**src/rtl/alu_share_pkg.sv**
```systemverilog
// Shared types and constants for the shared-ALU controller: FSM states, flag
// bit positions, op codes and the round-robin pointer helper.
package alu_share_pkg;

    typedef enum logic [1:0] {
        ST_IDLE = 2'd0,
        ST_EXEC = 2'd1,
        ST_RESP = 2'd2
    } state_e;

    localparam int FLAG_W        = 5;
    localparam int FLAG_PARITY   = 4;
    localparam int FLAG_OVERFLOW = 3;
    localparam int FLAG_GREATER  = 2;
    localparam int FLAG_IS_EQ    = 1;
    localparam int FLAG_LESS     = 0;

    localparam logic [1:0] OP_ADD = 2'd0;
    localparam logic [1:0] OP_SUB = 2'd1;
    localparam logic [1:0] OP_AND = 2'd2;
    localparam logic [1:0] OP_XOR = 2'd3;

    // Index after id, wrapping to 0 past the last requester.
    function automatic int rr_next(input int id, input int n);
        return (id + 1 >= n) ? 0 : id + 1;
    endfunction

endpackage

```
**src/rtl/rr_arbiter.sv**
```systemverilog
// Combinational round-robin picker: grants the first requester found searching
// upward from ptr_i, wrapping modulo N.
module rr_arbiter #(
    parameter int N     = 4,
    parameter int IDX_W = (N > 1) ? $clog2(N) : 1
) (
    input  logic [N-1:0]     req_i,
    input  logic [IDX_W-1:0] ptr_i,
    output logic [N-1:0]     grant_o,
    output logic [IDX_W-1:0] idx_o,
    output logic             valid_o
);

    // Scan N candidates starting at the pointer; the first hit wins.
    always_comb begin
        grant_o = '0;
        idx_o   = '0;
        valid_o = 1'b0;
        for (int k = 0; k < N; k++) begin
            int               c;
            logic [IDX_W-1:0] ci;
            c  = (int'(ptr_i) + k >= N) ? (int'(ptr_i) + k - N) : (int'(ptr_i) + k);
            ci = IDX_W'(c);
            if (!valid_o && req_i[ci]) begin
                grant_o[ci] = 1'b1;
                idx_o       = ci;
                valid_o     = 1'b1;
            end else begin
                grant_o[ci] = 1'b0;
            end
        end
    end

endmodule

```
**src/rtl/alu_share_ctrl.sv**
```systemverilog
// Time-multiplexes one combinational ALU between NUM_REQ valid/ready requesters.
// Optional saturating op counter on perf_ops under macro ALU_SHARE_PERF_CNT_EN.
module alu_share_ctrl
    import alu_share_pkg::*;
#(
    parameter int NUM_REQ = 4,
    parameter int DATA_W  = 8,
    parameter int ID_W    = (NUM_REQ > 1) ? $clog2(NUM_REQ) : 1
) (
    input  logic                  clk,
    input  logic                  rst_n,
    input  logic [NUM_REQ-1:0]    req_valid,
    output logic [NUM_REQ-1:0]    req_ready,
    input  logic [NUM_REQ*DATA_W-1:0] req_a,
    input  logic [NUM_REQ*DATA_W-1:0] req_b,
    input  logic [NUM_REQ*2-1:0]  req_op,
    output logic [DATA_W-1:0]     alu_a,
    output logic [DATA_W-1:0]     alu_b,
    output logic [1:0]            alu_op,
    input  logic [DATA_W-1:0]     alu_y,
    input  logic [FLAG_W-1:0]     alu_flags,
    output logic                  rsp_valid,
    input  logic                  rsp_ready,
    output logic [ID_W-1:0]       rsp_id,
    output logic [DATA_W-1:0]     rsp_y,
    output logic [FLAG_W-1:0]     rsp_flags,
    output logic                  busy,
    output logic [15:0]           perf_ops
);

    state_e              state_q;
    logic [ID_W-1:0]     rr_ptr_q;
    logic [ID_W-1:0]     grant_id_q;
    logic [DATA_W-1:0]   alu_a_q;
    logic [DATA_W-1:0]   alu_b_q;
    logic [1:0]          alu_op_q;
    logic                rsp_valid_q;
    logic [ID_W-1:0]     rsp_id_q;
    logic [DATA_W-1:0]   rsp_y_q;
    logic [FLAG_W-1:0]   rsp_flags_q;

    logic [NUM_REQ-1:0]  grant_s;
    logic [ID_W-1:0]     pick_s;
    logic                any_s;
    logic [ID_W-1:0]     rr_next_s;
    logic                rsp_fire_s;

    rr_arbiter #(
        .N     (NUM_REQ),
        .IDX_W (ID_W)
    ) u_arb (
        .req_i   (req_valid),
        .ptr_i   (rr_ptr_q),
        .grant_o (grant_s),
        .idx_o   (pick_s),
        .valid_o (any_s)
    );

    assign rr_next_s  = ID_W'(rr_next(int'(grant_id_q), NUM_REQ));
    assign rsp_fire_s = rsp_valid_q & rsp_ready;

    // Accept strobe is only offered while idle; the arbiter already gates it by req_valid.
    always_comb begin
        if (state_q == ST_IDLE) begin
            req_ready = grant_s;
        end else begin
            req_ready = '0;
        end
    end

    // Controller FSM with the operand and response registers.
    always_ff @(posedge clk or negedge rst_n) begin
        if (!rst_n) begin
            state_q     <= ST_IDLE;
            rr_ptr_q    <= '0;
            grant_id_q  <= '0;
            alu_a_q     <= '0;
            alu_b_q     <= '0;
            alu_op_q    <= 2'b00;
            rsp_valid_q <= 1'b0;
            rsp_id_q    <= '0;
            rsp_y_q     <= '0;
            rsp_flags_q <= '0;
        end else begin
            case (state_q)
                ST_IDLE: begin
                    if (any_s) begin
                        alu_a_q    <= req_a[pick_s*DATA_W +: DATA_W];
                        alu_b_q    <= req_b[pick_s*DATA_W +: DATA_W];
                        alu_op_q   <= req_op[pick_s*2 +: 2];
                        grant_id_q <= pick_s;
                        state_q    <= ST_EXEC;
                    end
                end
                ST_EXEC: begin
                    rsp_y_q     <= alu_y;
                    rsp_flags_q <= alu_flags;
                    rsp_id_q    <= grant_id_q;
                    rsp_valid_q <= 1'b1;
                    state_q     <= ST_RESP;
                end
                ST_RESP: begin
                    if (rsp_fire_s) begin
                        rsp_valid_q <= 1'b0;
                        rr_ptr_q    <= rr_next_s;
                        state_q     <= ST_IDLE;
                    end
                end
                default: begin
                    rsp_valid_q <= 1'b0;
                    state_q     <= ST_IDLE;
                end
            endcase
        end
    end

    assign alu_a     = alu_a_q;
    assign alu_b     = alu_b_q;
    assign alu_op    = alu_op_q;
    assign rsp_valid = rsp_valid_q;
    assign rsp_id    = rsp_id_q;
    assign rsp_y     = rsp_y_q;
    assign rsp_flags = rsp_flags_q;
    assign busy      = (state_q != ST_IDLE);

`ifdef ALU_SHARE_PERF_CNT_EN
    logic [15:0] perf_q;
    logic [15:0] perf_d;

    // Count response handshakes, sticking at all-ones.
    always_comb begin
        if (rsp_fire_s && (perf_q != 16'hFFFF)) begin
            perf_d = perf_q + 16'd1;
        end else begin
            perf_d = perf_q;
        end
    end

    // Counter register, cleared only by reset.
    always_ff @(posedge clk or negedge rst_n) begin
        if (!rst_n) begin
            perf_q <= 16'd0;
        end else begin
            perf_q <= perf_d;
        end
    end

    assign perf_ops = perf_q;
`else
    assign perf_ops = 16'd0;
`endif

endmodule

```
**config.mk**
```make
export PLATFORM = sky130hd
export DESIGN_NAME = alu_share_ctrl
export DESIGN_NICKNAME = d
export VERILOG_FILES = /design/src/rtl/alu_share_pkg.sv /design/src/rtl/rr_arbiter.sv /design/src/rtl/alu_share_ctrl.sv
export SDC_FILE = /design/constraint.sdc
export NUM_CORES = 1
export LEC_CHECK = 0
export CAP_MARGIN = 20
export CORE_MARGIN = 4
export CORE_UTILIZATION = 31
export CTS_BUF_LIST = sky130_fd_sc_hd__clkbuf_4 sky130_fd_sc_hd__clkbuf_8
export CTS_CLUSTER_DIAMETER = 80
export DETAILED_ROUTE_END_ITERATION = 8
export HOLD_SLACK_MARGIN = 0.05
export MAX_ROUTING_LAYER = met4
export PLACE_DENSITY_LB_ADDON = 0.05
export SLEW_MARGIN = 20
export SYNTH_ARGS = -nofsm -noshare
export SYNTH_HDL_FRONTEND = slang
export SYNTH_SLANG_ARGS = --single-unit
```
**constraint.sdc**
```tcl
create_clock -name clk -period 3.4 [get_ports clk]
set_input_delay 0.51 -clock clk [delete_from_list [all_inputs] [get_ports clk]]
set_output_delay 0.51 -clock clk [all_outputs]
set_load 0.01 [all_outputs]
```
After elaboration in Yosys (flattened, before gate mapping)
Cells that the tools add are included.
W data, S select, Z words.
Storage, ports and cells
  register bits after elaboration: 40
  logic and storage cells: 104
  bits of input ports: 92
Cells by class
  $add $sub $neg: 8
  mux-type cells: 39
  shifts and indexed selects: 3
  bitwise gates (word level): 11
  reductions and logical operators: 16
  order comparisons: 13
  equal/unequal tests: 4
Operator list (number)
  $shiftx A32 B6 Y8: 2
  $mux W2: 11
  $mux W4: 5
  $mux W1: 13
  $and A4 B4 Y4: 3
  $ge A3 B3 Y1 const B: 4
  $lt A2 B3 Y1 const B: 4
  $not A4 Y4: 3
  $or A4 B4 Y4: 3
  $bmux W1 S2: 4
  $demux W1 S2: 4
  $ge A2 B1 Y1 const B: 4
  $reduce_and A2 Y1: 4
  $shiftx A8 B4 Y2: 1
  $sub A2 B1 Y2 const B: 4
  $logic_and A1 B1 Y1: 7
  $add A2 B1 Y3 const B: 2
  $add A2 B2 Y3 const B: 2
  $pmux W2 S3: 1
  $ne A2 B2 Y1 const B: 2
  $ge A2 B3 Y1 const B: 1
  $logic_not A1 Y1: 3
  $pmux W1 S3: 1
  $eq A2 B1 Y1 const B: 1
  other kinds (5): 5

Depth between registers and ports, before layout
Gate-level depths: netlist (run 1).
  depth in word-level cells: 16
  mapped depth: 11
  gate-level depth less buffers: 8

Modules after synthesis
From an unflattened synthesis (run 1), not the netlist that was laid out.
Unflattened totals
  cells, all modules: 204
  area, all modules: 2726.4 µm²
Modules (own cells, without submodules)
  alu_share_ctrl: seq. area each 1001.0 µm², cells each 136, area each 2179.6 µm², times used 1
  rr_arbiter: seq. area each 0.0 µm², cells each 68, area each 546.8 µm², times used 1

Worst setup path after synthesis (run 1)
No wires, ideal clock.
  kind: register to register
  start: register rr_ptr_q[0]
  end: register alu_b_q[3], in the netlist alu_b[3]
  stages on the path, launching flop included: 12
  data arrival time: 3.051 ns
  path slack: 0.223 ns
  required time: 3.274 ns
  buffers on the path: 3
  clock period less this slack: 3.177 ns
  cell sequence: dfrtp_1 buf_6 buf_2 inv_1 ha_1 mux4_2 nor2b_1 o21ai_4 nand2_4 buf_6 mux2_4 a221o_1
Between the ends
  word-level cells in the longest chain between the ends: 15
RTL lines
  from (decl): RTL line alu_share_ctrl.sv:32  | logic [ID_W-1:0] rr_ptr_q;
  from (signal assigned): RTL line alu_share_ctrl.sv:105  | rr_ptr_q <= rr_next_s;
  branches (longest 15 deep; another with $add A2 B1 Y3)
  to (signal assigned): RTL line alu_share_ctrl.sv:89  | alu_b_q <= req_b[pick_s*DATA_W +: DATA_W];
  to (decl): RTL line alu_share_ctrl.sv:35  | logic [DATA_W-1:0] alu_b_q;
Several ways; the timed one is not identified. The select of a mux whose other input is x is not followed.
A chain may end at the register's enable or synchronous reset.

Worst setup path after layout (run 1)
  start: input port req_valid[3]
  end: output port req_ready[1]
Between the ends
  word-level cells in the longest chain between the ends: 13
RTL lines
  from (decl): RTL line alu_share_ctrl.sv:12  | input logic [NUM_REQ-1:0] req_valid,
  $bmux W1 S2: RTL line rr_arbiter.sv:24  | if (!valid_o && req_i[ci]) begin
  $mux W1 (not written as such): RTL line rr_arbiter.sv:24
  $mux W1: RTL line rr_arbiter.sv:24
  $logic_not A1 Y1: RTL line rr_arbiter.sv:24
  $logic_and A1 B1 Y1: RTL line rr_arbiter.sv:24
  $mux W1: RTL line rr_arbiter.sv:24
  $logic_not A1 Y1: RTL line rr_arbiter.sv:24
  $logic_and A1 B1 Y1: RTL line rr_arbiter.sv:24
  $mux W1: RTL line rr_arbiter.sv:24
  $logic_not A1 Y1: RTL line rr_arbiter.sv:24
  $logic_and A1 B1 Y1: RTL line rr_arbiter.sv:24
  $mux W4 (*): RTL line rr_arbiter.sv:24
  $mux W4 (*): RTL line alu_share_ctrl.sv:64  | if (state_q == ST_IDLE) begin
  to (decl): RTL line alu_share_ctrl.sv:13  | output logic [NUM_REQ-1:0] req_ready,
Mark *: on every way between the ends. The rest lies on a longest branch, timed or not. The select of a mux whose other input is x is not followed.

==> results of run 1 <==
stage by stage:
step	setup TNS, ns	hold WS [ns]	utilization, %
6_report	0	0.340	51.0
5_1_grt	0	0.437	51.0
4_1_cts	0	0.388	50.9
3_5_place_dp	-0.0127	0.495	49.5
3_3_place_gp	0	0.489	49.5
2_1_floorplan	0	0.214	-
kinds of logic after synthesis:
family                     Yosys count
other                                1
adders and majority gates            5
AOI/OAI and AO/OA                   83
buffers and inverters               35
and+or+nand+nor                     48
DFF                                 40
muxes                               42
layer usage:
metal  vias up  wire length (µm)
li1       1208                 -
met1      1194              3520
met2        85              3960
met3         8               487
met4         0                82
met5         -                 0
synth_stat cells:
library cell / n
dfrtp_1: 40
mux2_2: 26
a21oi_1: 23
o21ai_0: 21
nand3_1: 19
a221o_1: 18
buf_4: 16
mux2_4: 10
a211oi_1: 9
clkbuf_1: 9
nand2_1: 8
nor2b_1: 6
ha_1: 5
inv_1: 5
nor2_1: 5
mux4_2: 4
nand3b_1: 4
buf_2: 3
o21a_1: 3
a21o_1: 2
buf_6: 2
mux2i_1: 2
nor3_1: 2
o21ai_4: 2
a211o_1: 1
a22oi_1: 1
and2_1: 1
and3_1: 1
conb_1: 1
nand2_4: 1
nor3_2: 1
o21ai_2: 1
o22a_1: 1
o31ai_1: 1
path summary, 6_finish.rpt:
kind	start	end	depth (start not counted)
setup / recovery	req_valid[3]	req_ready[1]	7
hold / removal	rst_n	alu_a[0]$_DFFE_PN0P_	1
setup reg to reg	rr_ptr_q[1]$_DFFE_PN0P_	alu_a[6]$_DFFE_PN0P_	9
hold reg to reg	rsp_id[1]$_DFFE_PN0P_	rsp_id[1]$_DFFE_PN0P_	1
max in group asynchronous	rst_n	alu_a[1]$_DFFE_PN0P_	1
min in group clk	rsp_id[1]$_DFFE_PN0P_	rsp_id[1]$_DFFE_PN0P_	1
worst max-delay path, stage by stage:
cell and delay [ns]:
clkdlybuf4s50_1 0.48, buf_4 0.18, mux4_2 0.51, nor3_2 0.23, nand2_1 0.14, a211oi_1 0.23
dlygate4sd2_1 0.29
layout make-up:
class,instances,area (µm²)
inverters,5,18.8
repair buffers,150,1450
clock buffers,6,82.6
multi-input cells,194,1530
clock inverters,2,15.0
fillers,760,4060
well taps,105,131
flip-flops and latches,40,1000
flip-flops by register name (all words and copies together), names as in the netlist:
signal / flops
rr_ptr_q: 2
rsp_id: 2
state_q: 2
grant_id_q: 2
alu_a: 8
rsp_flags: 5
rsp_y: 8
rsp_valid: 1
alu_b: 8
alu_op: 2
power breakdown:
part / internal [mW] / switching [mW] / total, mW
combinational: 1.39 / 1.23 / 2.62
sequential: 0.722 / 0.131 / 0.853
clock: 0.164 / 0.173 / 0.337
total: 2.28 / 1.53 / 3.81
repair_timing:
action	CTS	global route
gates resized for setup	4	5
pin swaps	0	0
setup endpoints to repair	4	3
==> reports/results.txt, run 1 <==
design area = 0.00424 mm²
Antenna Nets Post-Route = 0
# rows = 33
Compound-Gate Fraction of Synth Area = 21.7%
Most Crowded Layer GR = met2
Final WS setup = 0.315 ns
fmax = 0.324 GHz
final hold vios = 0
pin count of the biggest net entering global routing = 41
CTS tree = done
most frequent cells in the layout = clkdlybuf4s50_1, dfrtp_1, mux2_2
Initial Util = 32.1%
CTS Buf Count = 5
Leak = 1.78 nW
PortBufs = 130
WP data required = 2.89 ns
First-pass DRT Iterations = 4
Syn Inst Count = 254
Slew Limit Fails = 0
Syn. warnings = 0
First DRT Iteration DRCs = 53
total power draw = 3.81 mW
reg2reg setup slack = 0.42 ns
mean post-synth cell area = 10.5 µm²
Clock Pin Slew Worst Setup and Hold Paths = 0.08 ns
vias in the first global route = 2584
GRT Overall Usage = 16.2%
Total Die Area = 0.0101 mm²
routed wire length = 8040 µm
maximum clock path buffer count = 2
hold_buf cts = 0
die width = 101 µm
main combinational cell family by area after synthesis = compound AO/OA/AOI/OAI gates
status = completed
CP Capture Type = output pin
period utilization = 90.7%
worst vdd ir = 0.350 mV
DP Area = 0.00411 mm²
relative slew slack = 39.1%
Setup Skew = 0.00454 ns
core region area = 0.00830 mm²
WL per Instance = 16.0 µm
post-DP HPWL = 6040 µm
Yosys top cell by area = dfrtp_1
CTS Root Cell = clkbuf_8
P per Cell Area = 899 mW/mm²
Synth area leaders = dfrtp_1, mux2_2, a221o_1
RSZ-0062 raised after global routing = no
XOR/XNOR Fraction of Synth Area = 0%
Post-CTS Setup Repair Bufs = 0
Crit Path Max Fanout = 5
clock sink total = 40
Yosys reg bits = 40
mux share of post-synthesis cell area = 20.8%
CTS H-tree depth = 2
top cell type's share of synthesized area = 37.6%
Placer Congestion = 0.831
clk_lat worst skew = 0.29 ns
first-pass GRT wire length = 12800 µm
grt met1 use = 20.2%
met2 track demand over resource = 26.8%
Worst Hold Class = in2async
vias post-DR = 2495
Startpoint Class = input port
Unique masters post-synth = 34
Seq/Total Area, Yosys = 37.6%
fin nets = 493
I/O pins = 147
layout cells sized above 1 = 19.9%
dpl cells = 494
initial antenna violation count = 0
final setup vio count = 0
GR Util met3 = 3.60%
Synth Cell Area = 0.00267 mm²
slew of the pin with the lowest slew margin = 0.913 ns
min Tclk post-route = 3.08 ns
arrival time worst endpoint = 2.57 ns
Crit Path Class = in2out
# DRC = 0
Place WS = -0.0127 ns
Non-Filler Instances = 502
die span in y = 101 µm
total of max-cap violations = 0
gr ovfl total = 0
adder-cell share of the synthesized area = 2.35%
simple-gate share of the synthesized area = 9.58%
ANT cells = 0
DR vias/cell = 4.97
most common cell after layout, fill and taps aside = clkdlybuf4s50_1
Area Overhead vs Synth = 58.9%
No activity file was read; power rests on OpenSTA's default activity.
==> inputs of run 2 (changes only) <==
- CAP_MARGIN: 20 -> 25
- GPL_ROUTABILITY_DRIVEN: unset -> 1
==> reports/results.txt, run 2 (synthesized netlist as in run 1, its figures left out) <==
Initial Util = 32.1% (unchanged)
Clock Pin Slew Worst Setup and Hold Paths = 0.08 ns (about the same)
CTS H-tree depth = 2 (unchanged)
Placer Congestion = 0.831 (unchanged)
Crit Path Class = in2out (unchanged)
total of max-cap violations = 0 (unchanged)
GRT Overall Usage = 16.2% (unchanged)
vias in the first global route = 2584 (unchanged)
Leak = 1.79 nW (was 1.78 nW)
relative slew slack = 61.3% (was 39.1%)
Largest stage delay, worst path = 0.51 ns (about the same)
Crit Path Max Fanout = 5 (unchanged)
worst vdd ir = 0.350 mV (about the same)
fin nets = 494 (was 493)
Worst Hold Class = in2async (unchanged)
clock sink total = 40 (unchanged)
Slew Limit Fails = 0 (unchanged)
die span in y = 101 µm (unchanged)
crit path max-delay cell type = mux4_2 (unchanged)
# DRC = 0 (unchanged)
routed wire length = 8050 µm (was 8040 µm)
post-DP HPWL = 6040 µm (unchanged)
CTS Buf Count = 5 (unchanged)
Crit path max-delay family = buffers and inverters (unchanged)
Total Die Area = 0.0101 mm² (unchanged)
maximum clock path buffer count = 2 (unchanged)
DR vias/cell = 4.93 (was 4.97)
hold_buf cts = 0 (unchanged)
final hold slack = 0.118 ns (was 0.340 ns)
CTS tree = done (unchanged)
core region area = 0.00830 mm² (unchanged)
Antenna Nets Post-Route = 0 (unchanged)
arrival time worst endpoint = 2.58 ns (was 2.57 ns)
CP Capture Type = output pin (unchanged)
worst path cell trace = clkdlybuf4s50_1, buf_4, mux4_2, nor3_2, nand2_1, a211oi_1, dlygate4sd2_1 (unchanged)
PortBufs = 130 (unchanged)
pin count of the biggest net entering global routing = 41 (unchanged)
CTS Root Cell = clkbuf_8 (unchanged)
clk_lat worst skew = 0.29 ns (about the same)
CP bufs+invs = 3 (unchanged)
fmax = 0.324 GHz (about the same)
min Tclk post-route = 3.09 ns (was 3.08 ns)
die width = 101 µm (unchanged)
first-pass GRT wire length = 12800 µm (unchanged)
total power draw = 3.81 mW (about the same)
most frequent cells in the layout = clkdlybuf4s50_1, dfrtp_1, mux2_2 (unchanged)
Startpoint Class = input port (unchanged)
period utilization = 90.7% (about the same)
Setup Skew = 0.00395 ns (was 0.00454 ns)
First-pass DRT Iterations = 4 (unchanged)
P per Cell Area = 895 mW/mm² (was 899 mW/mm²)
final setup vio count = 0 (unchanged)
WP data required = 2.89 ns (about the same)
final hold vios = 0 (unchanged)
status = completed (unchanged)
ANT cells = 0 (unchanged)
vias post-DR = 2481 (was 2495)
initial antenna violation count = 0 (unchanged)
I/O pins = 147 (unchanged)
gr ovfl total = 0 (unchanged)
First DRT Iteration DRCs = 48 (was 53)
# fillers = 759 (was 760)
# rows = 33 (unchanged)
slew of the pin with the lowest slew margin = 0.580 ns (was 0.913 ns)
most common cell after layout, fill and taps aside = clkdlybuf4s50_1 (unchanged)
RSZ-0062 raised after global routing = no (unchanged)
layout cells sized above 1 = 20.1% (was 19.9%)
Area Overhead vs Synth = 59.7% (was 58.9%)
WL per Instance = 16.0 µm (about the same)
[run 2: cell types whose count changed in the layout (fill, tap and decap cells not counted), sizes merged]
cell  before  now
buf       21   22
[run 2: worst paths after layout]
| check | start | endpoint | slack, ns | depth (start not counted) |
|---|---|---|---|---|
| worst max-delay path | req_valid[3] | req_ready[1] | 0.31 | 7 |
| worst min-delay path | rst_n | alu_a[0]$_DFFE_PN0P_ | 0.12 | 1 |
| worst max register to register | rr_ptr_q[1]$_DFFE_PN0P_ | alu_a[6]$_DFFE_PN0P_ | 0.42 | 9 |
| worst min register to register | rsp_id[1]$_DFFE_PN0P_ | rsp_id[1]$_DFFE_PN0P_ | 0.51 | 1 |
| max in group asynchronous | rst_n | alu_a[1]$_DFFE_PN0P_ | 2.82 | 2 |
| min in group clk | rsp_id[1]$_DFFE_PN0P_ | rsp_id[1]$_DFFE_PN0P_ | 0.51 | 1 |
[run 2: final cells by class]
cell class	instances	area, µm²	area share (%)
tap	105	131	3.09
multi-input combinational	194	1530	36.0
inverter	5	18.8	0.441
sequential	40	1000	23.5
timing repair buffer	151	1470	34.6
clock inverter	2	15.0	0.353
clock buffer	6	82.6	1.94
[run 2: repair_timing]
item                                   in CTS  in global routing
setup endpoints to repair                   4                  3
pin swaps                                   0                  0
resized for setup                           4                  5
buffers inserted                            0                  0
endpoints found under the hold margin       0                  0
[run 2: metal layers]
metal	vias up	share of wire, %	GRT usage [%]
met1	1184	44	20.2
li1	1210	-	-
met2	79	49	26.8
met5	-	0	-
met4	0	1.1	3.73
met3	8	6.2	3.60
[run 2: through the flow]
step           std cells  worst slack [ns]  setup TNS [ns]  util [%]  instance area, µm²
3_3_place_gp         494            0.0677               0      49.5                4110
6_report             503             0.315               0      51.3                4260
3_5_place_dp         494           -0.0127         -0.0127      49.5                4110
2_1_floorplan        269             0.223               0         -                2720
5_1_grt              503             0.169               0      51.3                4260
4_1_cts              502            0.0177               0      50.9                4220
[run 2: power breakdown]
group          internal, mW  switching [mW]  leakage [nW]
clock                 0.164           0.174        0.0434
sequential            0.722           0.131         0.487
combinational          1.39            1.23          1.26
total                  2.28            1.53          1.79
